`src/rtl/adc_byte_packer.sv`:
```
//-----------------------------------------------------------------------------
// adc_byte_packer
//
// Turns the 12-bit ADC sample stream into a byte stream for the USB readback
// path, and buffers those bytes in a small first-word-fall-through FIFO.
//
//   8-bit low-resolution mode : one byte per sample (sample[11:4])
//   12-bit packed mode        : three bytes per sample pair
//                               s0[11:4], {s0[3:0], s1[11:8]}, s1[7:0]
//
// The ADC cannot be stalled. A sample that does not fit is dropped whole, and
// the sticky overflow flag records the loss.
//
// Optional build macro: ADC_BYTE_PACKER_TESTPATTERN_EN
//   When defined, din is ignored. A 12-bit counter that advances on every
//   accepted sample is packed instead, so the host can check readback
//   integrity. In 8-bit mode the counter's low byte is emitted.
//
// Parameters
//   pFIFO_DEPTH   byte FIFO depth (power of 2, >= 4)
//   pCOUNT_WIDTH  width of fifo_count, log2(pFIFO_DEPTH)+1
//
// Ports
//   adc_sampleclk    sample clock; the whole block runs in this domain
//   reset_n          asynchronous active-low reset
//   clear            synchronous clear of FIFO, residue and overflow
//   low_res          1 = 8-bit mode, 0 = 12-bit packed mode
//   din              ADC sample
//   din_valid        sample strobe, at most one sample per clock
//   flush            pulse: pad and emit any held 4-bit residue
//   dout             byte at the FIFO head (registered)
//   dout_valid       dout holds a valid byte
//   dout_ready       consumer takes dout when dout_valid && dout_ready
//   overflow         sticky: at least one sample was dropped
//   fifo_count       bytes held, including the one shown on dout
//   residue_pending  4 bits held waiting for the second sample of a pair
//-----------------------------------------------------------------------------
module adc_byte_packer #(
    parameter int pFIFO_DEPTH  = 16,
    parameter int pCOUNT_WIDTH = 5
) (
    input  logic                    adc_sampleclk,
    input  logic                    reset_n,
    input  logic                    clear,
    input  logic                    low_res,
    input  logic [11:0]             din,
    input  logic                    din_valid,
    input  logic                    flush,
    output logic [7:0]              dout,
    output logic                    dout_valid,
    input  logic                    dout_ready,
    output logic                    overflow,
    output logic [pCOUNT_WIDTH-1:0] fifo_count,
    output logic                    residue_pending
);

    localparam int PTR_W = $clog2(pFIFO_DEPTH);

    localparam logic [pCOUNT_WIDTH-1:0] DEPTH_C = pCOUNT_WIDTH'(pFIFO_DEPTH);
    localparam logic [pCOUNT_WIDTH-1:0] ONE_C   = pCOUNT_WIDTH'(1);
    localparam logic [pCOUNT_WIDTH-1:0] TWO_C   = pCOUNT_WIDTH'(2);

    // EVEN: no residue held. ODD: low nibble of the first sample of a pair held.
    typedef enum logic {
        ST_EVEN = 1'b0,
        ST_ODD  = 1'b1
    } packState_t;

    packState_t              state_q, state_d;
    logic [3:0]              residue_q, residue_d;
    logic                    flushPend_q, flushPend_d;
    logic                    overflow_q, overflow_d;

    logic [PTR_W-1:0]        wrPtr_q, wrPtr_d;
    logic [PTR_W-1:0]        rdPtr_q, rdPtr_d;
    logic [pCOUNT_WIDTH-1:0] count_q, count_d;
    logic [7:0]              dout_q, dout_d;
    logic                    doutValid_q, doutValid_d;

    logic [7:0]              mem [pFIFO_DEPTH];

    logic [11:0]             sample;
    logic [7:0]              lowResByte;
    logic                    sampleAccepted;

    logic                    wrEn0, wrEn1;
    logic [7:0]              wrByte0, wrByte1;
    logic [PTR_W-1:0]        wrPtrPlus1;

    logic [pCOUNT_WIDTH-1:0] freeSpace;
    logic                    pop;
    logic [PTR_W-1:0]        rdNext;
    logic [pCOUNT_WIDTH-1:0] remaining;

`ifdef ADC_BYTE_PACKER_TESTPATTERN_EN
    logic [11:0]             patCnt_q, patCnt_d;

    // The pattern counter stands in for the ADC. It only advances on samples
    // that were actually stored, so a gap seen by the host means data was lost.
    always_comb begin
        patCnt_d = patCnt_q;
        if (sampleAccepted) begin
            patCnt_d = patCnt_q + 12'd1;
        end
    end

    always_ff @(posedge adc_sampleclk or negedge reset_n) begin
        if (!reset_n) begin
            patCnt_q <= 12'd0;
        end else if (clear) begin
            patCnt_q <= 12'd0;
        end else begin
            patCnt_q <= patCnt_d;
        end
    end

    assign sample     = patCnt_q;
    assign lowResByte = patCnt_q[7:0];
`else
    assign sample     = din;
    assign lowResByte = din[11:4];
`endif

    // Space is judged on the count before this cycle's pop, so a byte leaving
    // the head never makes room for a byte arriving in the same clock.
    assign freeSpace = DEPTH_C - count_q;
    assign pop       = doutValid_q & dout_ready;

    // Packing state machine. It decides which bytes, if any, enter the FIFO
    // this cycle. A sample that does not fit changes nothing except the
    // overflow flag, so packing alignment survives a drop. Seeing low_res
    // while a residue is held throws the residue away.
    always_comb begin
        state_d        = state_q;
        residue_d      = residue_q;
        flushPend_d    = flushPend_q;
        overflow_d     = overflow_q;
        wrEn0          = 1'b0;
        wrEn1          = 1'b0;
        wrByte0        = 8'h00;
        wrByte1        = 8'h00;
        sampleAccepted = 1'b0;

        if (din_valid) begin
            if (low_res) begin
                state_d = ST_EVEN;
                if (freeSpace >= ONE_C) begin
                    wrEn0          = 1'b1;
                    wrByte0        = lowResByte;
                    sampleAccepted = 1'b1;
                end else begin
                    overflow_d = 1'b1;
                end
            end else if (state_q == ST_EVEN) begin
                if (freeSpace >= ONE_C) begin
                    wrEn0          = 1'b1;
                    wrByte0        = sample[11:4];
                    residue_d      = sample[3:0];
                    state_d        = ST_ODD;
                    sampleAccepted = 1'b1;
                end else begin
                    overflow_d = 1'b1;
                end
            end else begin
                if (freeSpace >= TWO_C) begin
                    wrEn0          = 1'b1;
                    wrByte0        = {residue_q, sample[11:8]};
                    wrEn1          = 1'b1;
                    wrByte1        = sample[7:0];
                    state_d        = ST_EVEN;
                    sampleAccepted = 1'b1;
                end else begin
                    overflow_d = 1'b1;
                end
            end
        end else if (low_res) begin
            state_d     = ST_EVEN;
            flushPend_d = 1'b0;
        end else if (flushPend_q) begin
            // A pending flush only acts on an idle cycle. With nothing held it
            // simply retires. With a residue it waits until there is room.
            if (state_q == ST_ODD) begin
                if (freeSpace >= ONE_C) begin
                    wrEn0       = 1'b1;
                    wrByte0     = {residue_q, 4'b0000};
                    state_d     = ST_EVEN;
                    flushPend_d = 1'b0;
                end
            end else begin
                flushPend_d = 1'b0;
            end
        end

        if (flush) begin
            flushPend_d = 1'b1;
        end
    end

    // FIFO bookkeeping and the registered head. The head register always
    // shows the byte that will be at rdPtr after this edge. So a byte written
    // at one edge reaches dout one edge later, and back-to-back pops still run
    // at one byte per clock. While the consumer stalls, dout reloads the same
    // slot, which cannot be overwritten because it is still counted as used.
    always_comb begin
        wrPtrPlus1  = wrPtr_q + PTR_W'(1);
        wrPtr_d     = wrPtr_q + PTR_W'(wrEn0) + PTR_W'(wrEn1);
        rdNext      = pop ? (rdPtr_q + PTR_W'(1)) : rdPtr_q;
        rdPtr_d     = rdNext;
        remaining   = count_q - pCOUNT_WIDTH'(pop);
        count_d     = remaining + pCOUNT_WIDTH'(wrEn0) + pCOUNT_WIDTH'(wrEn1);
        doutValid_d = (remaining != '0);
        dout_d      = dout_q;
        if (doutValid_d) begin
            dout_d = mem[rdNext];
        end
    end

    // Byte storage. It has no reset because the count and pointers decide
    // which slots are meaningful. A pair write fills two adjacent slots.
    always_ff @(posedge adc_sampleclk) begin
        if (wrEn0) begin
            mem[wrPtr_q] <= wrByte0;
        end
        if (wrEn1) begin
            mem[wrPtrPlus1] <= wrByte1;
        end
    end

    // All control state. clear behaves like reset but synchronously, and it
    // overrides any sample, flush or pop arriving in the same cycle.
    always_ff @(posedge adc_sampleclk or negedge reset_n) begin
        if (!reset_n) begin
            state_q     <= ST_EVEN;
            residue_q   <= 4'h0;
            flushPend_q <= 1'b0;
            overflow_q  <= 1'b0;
            wrPtr_q     <= '0;
            rdPtr_q     <= '0;
            count_q     <= '0;
            dout_q      <= 8'h00;
            doutValid_q <= 1'b0;
        end else if (clear) begin
            state_q     <= ST_EVEN;
            residue_q   <= 4'h0;
            flushPend_q <= 1'b0;
            overflow_q  <= 1'b0;
            wrPtr_q     <= '0;
            rdPtr_q     <= '0;
            count_q     <= '0;
            dout_q      <= 8'h00;
            doutValid_q <= 1'b0;
        end else begin
            state_q     <= state_d;
            residue_q   <= residue_d;
            flushPend_q <= flushPend_d;
            overflow_q  <= overflow_d;
            wrPtr_q     <= wrPtr_d;
            rdPtr_q     <= rdPtr_d;
            count_q     <= count_d;
            dout_q      <= dout_d;
            doutValid_q <= doutValid_d;
        end
    end

    assign dout            = dout_q;
    assign dout_valid      = doutValid_q;
    assign overflow        = overflow_q;
    assign fifo_count      = count_q;
    assign residue_pending = (state_q == ST_ODD);

endmodule

```
`config.mk`:
```
export PLATFORM = sky130hd
export DESIGN_NAME = adc_byte_packer
export DESIGN_NICKNAME = d
export VERILOG_FILES = /design/src/rtl/adc_byte_packer.sv
export SDC_FILE = /design/constraint.sdc
export NUM_CORES = 1
export LEC_CHECK = 0
export CORE_MARGIN = 2
export CORE_UTILIZATION = 55
export CTS_CLUSTER_SIZE = 16
export DETAILED_ROUTE_END_ITERATION = 7
export GPL_ROUTABILITY_DRIVEN = 0
export MAX_ROUTING_LAYER = met4
export PLACE_DENSITY = 0.76
export SYNTH_ARGS = -nofsm -noshare
export SYNTH_HDL_FRONTEND = slang
export SYNTH_SLANG_ARGS = --single-unit
```
`constraint.sdc`:
```
create_clock -name adc_sampleclk -period 2.75 [get_ports adc_sampleclk]
set_input_delay 0.275 -clock adc_sampleclk [delete_from_list [all_inputs] [get_ports adc_sampleclk]]
set_output_delay 0.275 -clock adc_sampleclk [all_outputs]
set_load 0.01 [all_outputs]
```
### Word-level counts from Yosys, hierarchy flattened

Memory sizes are Yosys's and may differ from the RTL's.
Cells that the tools add are included.
W data, S select, Z words.

| operators by class | value |
|---|---|
| $lt $le $gt $ge | 2 |
| equal/unequal tests | 4 |
| reductions and logical operators | 7 |
| add/subtract/negate cells | 8 |
| mux-type cells | 60 |
| bitwise operators | 1 |

Operators by type and width:

| kind | number |
|---|---|
| $mux W8 | 15 |
| $mux W1 | 36 |
| $mux W4 | 8 |
| $add A5 B1 Y5 | 2 |
| $add A4 B1 Y4 | 2 |
| $add A4 B1 Y4 const B | 2 |
| $reduce_bool A2 Y1 | 3 |
| $ge A5 B1 Y1 const B | 1 |
| $ge A5 B2 Y1 const B | 1 |
| $mux W5 | 1 |
| $reduce_bool A5 Y1 | 1 |
| $sub A5 B1 Y5 | 1 |
| $sub A5 B5 Y5 const A | 1 |
| $ne A2 B2 Y1 const B | 2 |
| $ne A4 B4 Y1 const B | 1 |
| $reduce_and A4 Y1 | 1 |
| $reduce_bool A4 Y1 | 1 |
| $ne A3 B2 Y1 const B | 1 |
| $reduce_and A2 Y1 | 1 |
| $and A1 B1 Y1 | 1 |

| word-level totals | value |
|---|---|
| memories kept | 1 |
| output and inout port bits | 16 |
| input bits | 19 |
| register bits | 29 |
| bits in writable memories | 128 |

Memories:

| name | depth | width | rd ports | clocked after Yosys merged registers in | write ports | line | RTL |
|---|---|---|---|---|---|---|---|
| mem | 16 | 8 | 1 | 0 | 2 | 80 | `logic [7:0] mem [pFIFO_DEPTH];` |

### Depth between registers and ports, before layout

Gate-level depths: netlist (run 1).

| logic depth | value |
|---|---|
| depth after elaboration | 10 |
| mapped depth | 16 |
| mapped depth without buffers | 15 |

### Least setup slack after synthesis (run 1)

Ideal clock, no wire load.

| path | value |
|---|---|
| kind | register -> register |
| from | register count_q[2], in the netlist fifo_count[2] |
| to | memory mem[2][0], enable pin |
| path buffers | 1 |
| period minus slack after synthesis | 2.967 ns |
| stages on the path, launching flop included | 8 |
| path slack | -0.217 ns |
| required time | 2.366 ns |
| arrival | 2.583 ns |
| library setup time | 0.384 ns |
| cells stage by stage | dfrtp_1 -> buf_6 -> or3_4 -> and3b_1 -> o211ai_2 -> o21ai_0 -> or3_1 -> o21ai_0 |

RTL lines:

| what | line | RTL |
|---|---|---|
| from (decl) | 76 | `logic [pCOUNT_WIDTH-1:0] count_q, count_d;` |
| from (signal assigned) | 259 | `count_q <= count_d;` |
| to (decl) | 80 |  |

==> results of run 1 <==
[flip-flops by register name (all words and copies together), names as in the netlist]
register	count
dout_valid	1
residue_q	4
wrPtr_q	4
residue_pending	1
dout	8
fifo_count	5
rdPtr_q	4
flushPend_q	1
overflow	1
mem	128
[worst max-delay path: cells and delay by family, from the launching register on]
kind                   cells  cell delay (ns)
multiplexers               1             0.32
buffers and inverters      1             0.16
AO/OA/AOI/OAI              3             0.95
flip-flops                 1             0.42
AND/OR/NAND/NOR            2             0.61
[what timing repair did]
action	4_1_cts	5_1_grt
buffers inserted	0	3
cloned	0	0
gates resized for setup	6	18
pin swaps	0	4
setup endpoints to repair	150	215
[synth_stat cells, types with 3 or more instances]
| library cell | count |
|---|---|
| mux2_4 | 8 |
| nand2b_1 | 9 |
| mux2_2 | 120 |
| mux2i_1 | 6 |
| dfrtp_1 | 29 |
| o21bai_1 | 6 |
| o21ai_0 | 13 |
| buf_6 | 3 |
| nand3_1 | 22 |
| xor2_1 | 7 |
| clkbuf_1 | 18 |
| nor2b_1 | 9 |
| inv_1 | 9 |
| ha_1 | 8 |
| a22oi_1 | 17 |
| a22o_1 | 8 |
| buf_2 | 13 |
| a21oi_1 | 4 |
| nor2_1 | 24 |
| or2_2 | 4 |
| nor3_4 | 4 |
| edfxtp_1 | 128 |
| nand2_1 | 15 |
| nor3_1 | 3 |
| mux4_2 | 32 |
| xnor2_1 | 5 |
[per-stage QoR]
| stage | setup slack, ns | area, um^2 | cells | TNS [ns] | hold slack [ns] |
|---|---|---|---|---|---|
| after floorplan | 0.002637 | 8346 | 551 | 0 | -0.02059 |
| after global placement | -0.06152 | 9646 | 807 | -1.956 | 0.4799 |
| after detailed placement | -0.1974 | 9646 | 807 | -9.816 | 0.5226 |
| after CTS | -0.02719 | 10280 | 839 | -0.3030 | 0.2581 |
| after global routing | -0.04246 | 10390 | 842 | -0.9588 | 0.2895 |
| final | 0.04119 | 10400 | 843 | 0 | 0.2432 |
[worst paths after layout]
kind / from / endpoint / slack, ns / cells after the start
setup / recovery: fifo_count[1]$_DFF_PN0_ / mem[5][6]$_DFFE_PP_ / 0.04 / 7
min in group adc_sampleclk: flush / flushPend_q$_DFFE_PN0P_ / 0.49 / 3
setup reg to reg: fifo_count[1]$_DFF_PN0_ / mem[5][6]$_DFFE_PP_ / 0.04 / 7
max in group asynchronous: reset_n / overflow$_DFFE_PN0P_ / 2.21 / 2
hold reg to reg: overflow$_DFFE_PN0P_ / overflow$_DFFE_PN0P_ / 0.54 / 2
hold / removal: reset_n / rdPtr_q[3]$_DFF_PN0_ / 0.24 / 2
[cells by family after synthesis]
kind of cell / share of synthesized area, %
AO/OA/AOI/OAI: 4.547
adder cells (fa/ha/maj): 1.692
AND/OR/NAND/NOR: 7.568
XOR/XNOR: 1.269
multiplexers: 27.19
buffers and inverters: 2.568
flip-flops: 55.17
[power breakdown]
part           leakage (nW)  switching, mW  internal [mW]  total (mW)
combinational          2.19           1.31           1.42        2.72
clock                 0.299          0.945           1.57        2.51
sequential             1.57          0.132           2.81        2.95
[layout make-up]
cell class / count / area share, %
Antenna cell: 1 / 0.02407
Clock buffer: 22 / 4.466
Clock inverter: 10 / 1.553
Inverter: 10 / 0.4333
Multi-Input combinational cell: 349 / 35.46
Sequential cell: 157 / 43.96
Tap cell: 184 / 2.215
Timing Repair Buffer: 110 / 11.89
[layer usage]
metal  up-vias  track usage, %  routed length, um
li1       2350               -                  -
met3        39           5.947               1657
met1      2723           37.17               8303
met5         -               -                  0
met4         0           9.050                557
met2       240           46.65              10640
==> impl_metrics.tcl, run 1 <==
set metrics [dict create \
    outcome "completed" \
    grt_max_degree 34 \
    synth_warnings 0 \
    tritoncts "built" \
    synth_top_cell_by_area "edfxtp_1" \
    vias 5352 \
    synth_top_area_share_pct 46.40 \
    final_max_slew_viol_count 0 \
    yosysSeqAreaShare_pct 55.17 \
    drt_iter0_drc 600 \
    dieArea_um2 16060 \
    drive_above_1_share_pct 46.81 \
    arrival_ns 2.88 \
    slowest_stage "a22o_2" \
    drt-pass1-iter-count 5 \
    crit_fanout 16 \
    postLayoutCoreUtil_pct 70.98 \
    cp-start-kind "flip-flop" \
    synthFlopType "edfxtp_1" \
    end_kind "flip-flop" \
    cts_made_buffers 17 \
    fillerInstances 939 \
    die_y_um 126.7 \
    antenna_left 0 \
    overflow 0 \
    row_count 44 \
    leakage_nw 4.057 \
    grt_pass1_wl_um 32980 \
    finalPower_mw 8.186 \
    min_period_ns 2.709 \
    timing.slew.headroom_pct 44.16 \
    power.density_nw_per_um2 787.5 \
    synth_edf_count 128 \
    grt.total_usage_pct 28.84 \
    ios 35 \
    setup_violations 0 \
    clk_latency_ns 0.43 \
    design.core.area_um2 14640 \
    syn_area_per_cell_um2 15.03 \
    cts_sinks 157 \
    syn2layout_area_growth_pct 25.50 \
    mostFrequentLayoutCell "edfxtp_1" \
    critical-path-max-stage-delay_ns 0.43 \
    ys_ff_latch 157 \
    hold_violations 0 \
    fmax_mhz 369.2 \
    dp_hpwl_um 13760 \
    post_drt_wl_per_cell_um 25.10 \
    seq_area_um2 4569 \
    synth_nets 580 \
    totalWireLength_um 21160 \
    antenna_found_initial 0 \
    multi_input_area_um2 3686 \
    crit_type "flip-flop to flip-flop" \
    die_x_um 126.7 \
    cts-hold-fix-buffers 0 \
    clk_path_buf_depth 2 \
    period_share_pct 98.50 \
    synth_cell_type_count 46 \
    final_cell_mix "edfxtp_1, mux2_2, buf_4, clkdlybuf4s50_1, mux4_2" \
    worst-slew-pin-transition_ns 0.8350 \
    root_buffer "clkbuf_16" \
    nets 674 \
    fin_worst_skew_ns 0.01164 \
    maxCapViolations 0 \
    synthTopCellsByArea "edfxtp_1, mux2_2, dfrtp_1" \
    start_util_pct 56.56 \
    synthArstFlopShare_pct 18.47 \
    peakVddDrop_v 0.0004998 \
    worstPathCellList "or3_4 > nor3_4 > o211ai_2 > buf_4 > a221o_1 > a22o_2 > mux2_2" \
    port_buffers 34 \
    clk_pin_slew_ns 0.06 \
    htree_levels 4 \
    netlist_instances 551 \
    min_path_type "primary input to asynchronous set/reset pin" \
    required_ns 2.92 \
    grt_pass1_vias 5559 \
    vias_per_cell 6.349 \
    rsz0062_at_grt "true" \
    synth_area_um2 8283 \
    drc_errors 0 \
]
Note: power is estimated with default switching activity, not from simulation.
==> run 2, diff against run 1 <==
--- a/config.mk
+++ b/config.mk
@@ -9,7 +9,6 @@
 export CORE_UTILIZATION = 55
 export CTS_CLUSTER_SIZE = 16
 export DETAILED_ROUTE_END_ITERATION = 7
-export GPL_ROUTABILITY_DRIVEN = 0
 export MAX_ROUTING_LAYER = met4
 export PLACE_DENSITY = 0.76
 export SYNTH_ARGS = -nofsm -noshare
==> results of run 2 <==
Final layout, timing and power as in run 1 (identical DEF).
==> run 3, diff against run 2 <==
--- a/config.mk
+++ b/config.mk
@@ -5,12 +5,15 @@
 export SDC_FILE = /design/constraint.sdc
 export NUM_CORES = 1
 export LEC_CHECK = 0
+export CELL_PAD_IN_SITES_DETAIL_PLACEMENT = 1
+export CELL_PAD_IN_SITES_GLOBAL_PLACEMENT = 1
 export CORE_MARGIN = 2
-export CORE_UTILIZATION = 55
+export CORE_UTILIZATION = 47
 export CTS_CLUSTER_SIZE = 16
 export DETAILED_ROUTE_END_ITERATION = 7
 export MAX_ROUTING_LAYER = met4
-export PLACE_DENSITY = 0.76
+export PLACE_DENSITY = 0.77
+export SKIP_LAST_GASP = 1
 export SYNTH_ARGS = -nofsm -noshare
 export SYNTH_HDL_FRONTEND = slang
 export SYNTH_SLANG_ARGS = --single-unit
==> run 3 against run 2 <==
Compared with the run above:
- the run now ends with setup timing left
- wire length up 22%
- via count up 2.7%
- total power up 1.5%
- core utilization down 9.8 points
- count of clock-buffer cells in the layout down 4
- combinational power up 6%
- maximum frequency down 2.3%
- clock skew down 0.0024 ns
- critical path type unchanged
==> impl_metrics.tcl, run 3 (synthesis results as in run 1) <==
set metrics [dict create \
    outcome "finished with violations" \
    violations "setup timing" \
    crit_type "flip-flop to flip-flop" \
    place_inst 857 \
    start_util_pct 48.05 \
    end_kind "flip-flop" \
    power.density_nw_per_um2 788.5 \
    totalWireLength_um 25770 \
    gp_congestion 0.8353 \
    fillerInstances 1568 \
    dp_slack_ns -0.3084 \
    slowest_stage "dfrtp_1" \
    arrival_ns 2.96 \
    rrSetupSlack_ns -0.02 \
    tritoncts "built" \
    crit_fanout 12 \
    rr_startpoint "fifo_count[1]$_DFF_PN0_" \
    overflow 0 \
    cp-startpoint "fifo_count[1]$_DFF_PN0_" \
    htree_levels 4 \
    vias 5498 \
    setup_violations 8 \
    drt_iter0_drc 462 \
    finalPower_mw 8.310 \
    clk_latency_ns 0.44 \
    period_share_pct 100.8 \
    rsz0062_at_grt "true" \
    dp_hpwl_um 16830 \
    postLayoutCoreUtil_pct 61.14 \
    fin_worst_skew_ns 0.009230 \
    port_buffers 34 \
    row_count 48 \
    regMostFlops "mem" \
    root_buffer "clkbuf_16" \
    antenna_found_initial 1 \
    clk_pin_slew_ns 0.07 \
    timing.slew.headroom_pct 38.50 \
    min_period_ns 2.771 \
    die_x_um 136.8 \
    final_max_slew_viol_count 0 \
    ios 35 \
    cts-hold-fix-buffers 0 \
    crit_top_cell "buf_4" \
    hold_ws_ns 0.2473 \
    hold_violations 0 \
    finalNonFillerCells 893 \
    design.core.area_um2 17240 \
    mostFrequentLayoutCell "edfxtp_1" \
    fmax_mhz 360.9 \
    layout_setup_ws_ns -0.02120 \
    antenna_left 0 \
    drt-pass1-iter-count 5 \
    die_y_um 136.8 \
    dieArea_um2 18700 \
    syn2layout_area_growth_pct 27.24 \
    grt_pass1_vias 6276 \
    grt_pass1_wl_um 38960 \
    worst-slew-pin-transition_ns 0.9196 \
    worstPathCellList "inv_1 > ha_4 > xor2_1 > a21oi_1 > buf_4 > nor3_1 > a221o_2 > a22o_1 > buf_4 > mux2_2" \
    cts_made_buffers 17 \
    nets 683 \
    post_drt_wl_per_cell_um 28.86 \
    peakVddDrop_v 0.0005159 \
    leakage_nw 4.098 \
    drive_above_1_share_pct 47.53 \
    grt.total_usage_pct 30.40 \
    cp-start-kind "flip-flop" \
    min_path_type "primary input to asynchronous set/reset pin" \
    critical-path-max-stage-delay_ns 0.41 \
    maxCapViolations 0 \
    largest_reg_flops 128 \
    drc_errors 0 \
    final_cell_mix "edfxtp_1, mux2_2, buf_4, clkdlybuf4s50_1, mux4_2" \
    vias_per_cell 6.157 \
    grt_max_degree 30 \
    clk_path_buf_depth 2 \
    required_ns 2.94 \
    cts_sinks 157 \
]
-- run 3: changes by cell type in the layout (fill, tap and decap cells not counted), sizes merged --
| cell | delta |
|---|---|
| buf | +9 |
| clkbuf | -4 |
| clkinvlp | +2 |
| clkinv | +3 |
| bufinv | -1 |
-- run 3: area by class of cell --
cell class,count,area [um^2],share of cell area [%]
repair buffers,119,1349,12.80
multi-input cells,349,3696,35.07
flip-flops and latches,157,4569,43.36
clock buffers,18,429.2,4.072
diodes,1,2.502,0.02374
clock inverters,14,166.4,1.579
well taps,225,281.5,2.671
inverters,10,45.04,0.4274
-- run 3: routing by layer --
metal	global-route usage, %	part of all wire [%]
met1	36.01	38
met2	49.56	51
met3	6.963	7.2
met4	13.89	4.0
met5	-	0
-- run 3: path summary, 6_finish.rpt --
kind / endpoint / cells after the start
max: mem[15][7]$_DFFE_PP_ / 10
min: wrPtr_q[0]$_DFF_PN0_ / 2
max reg2reg: mem[15][7]$_DFFE_PP_ / 10
min reg2reg: overflow$_DFFE_PN0P_ / 2
max in group asynchronous: dout[3]$_DFFE_PN0P_ / 2
min in group adc_sampleclk: flushPend_q$_DFFE_PN0P_ / 3
-- run 3: critical path: cells and delay by family, from the launching register on --
kind,cells,cell delay (ns)
and+or+nand+nor,1,0.04
DFF,1,0.41
AOI/OAI and AO/OA,3,0.95
xor gates and xnor gates,1,0.14
buffers and inverters,3,0.49
muxes,1,0.28
adders and majority gates,1,0.19
-- run 3: repair_timing --
action | CTS | global route
setup endpoints to repair | 115 | 120
gates cloned | 0 | 0
setup buffers | 0 | 3
pin swaps | 1 | 5
hold endpoints to repair | 0 | 0
gates resized for setup | 10 | 15
-- run 3: through the flow --
stage	instance area, um^2	setup TNS, ns
floorplan	8346	0
global placement	9802	-2.730
detailed placement	9802	-12.03
CTS	10440	-0.07845
global route	10540	-2.880
finish	10540	-0.07576
-- run 3: power breakdown --
group | switching (mW) | internal (mW)
clock network | 1.03 | 1.43
logic | 1.43 | 1.46
registers | 0.148 | 2.81
total | 2.61 | 5.70
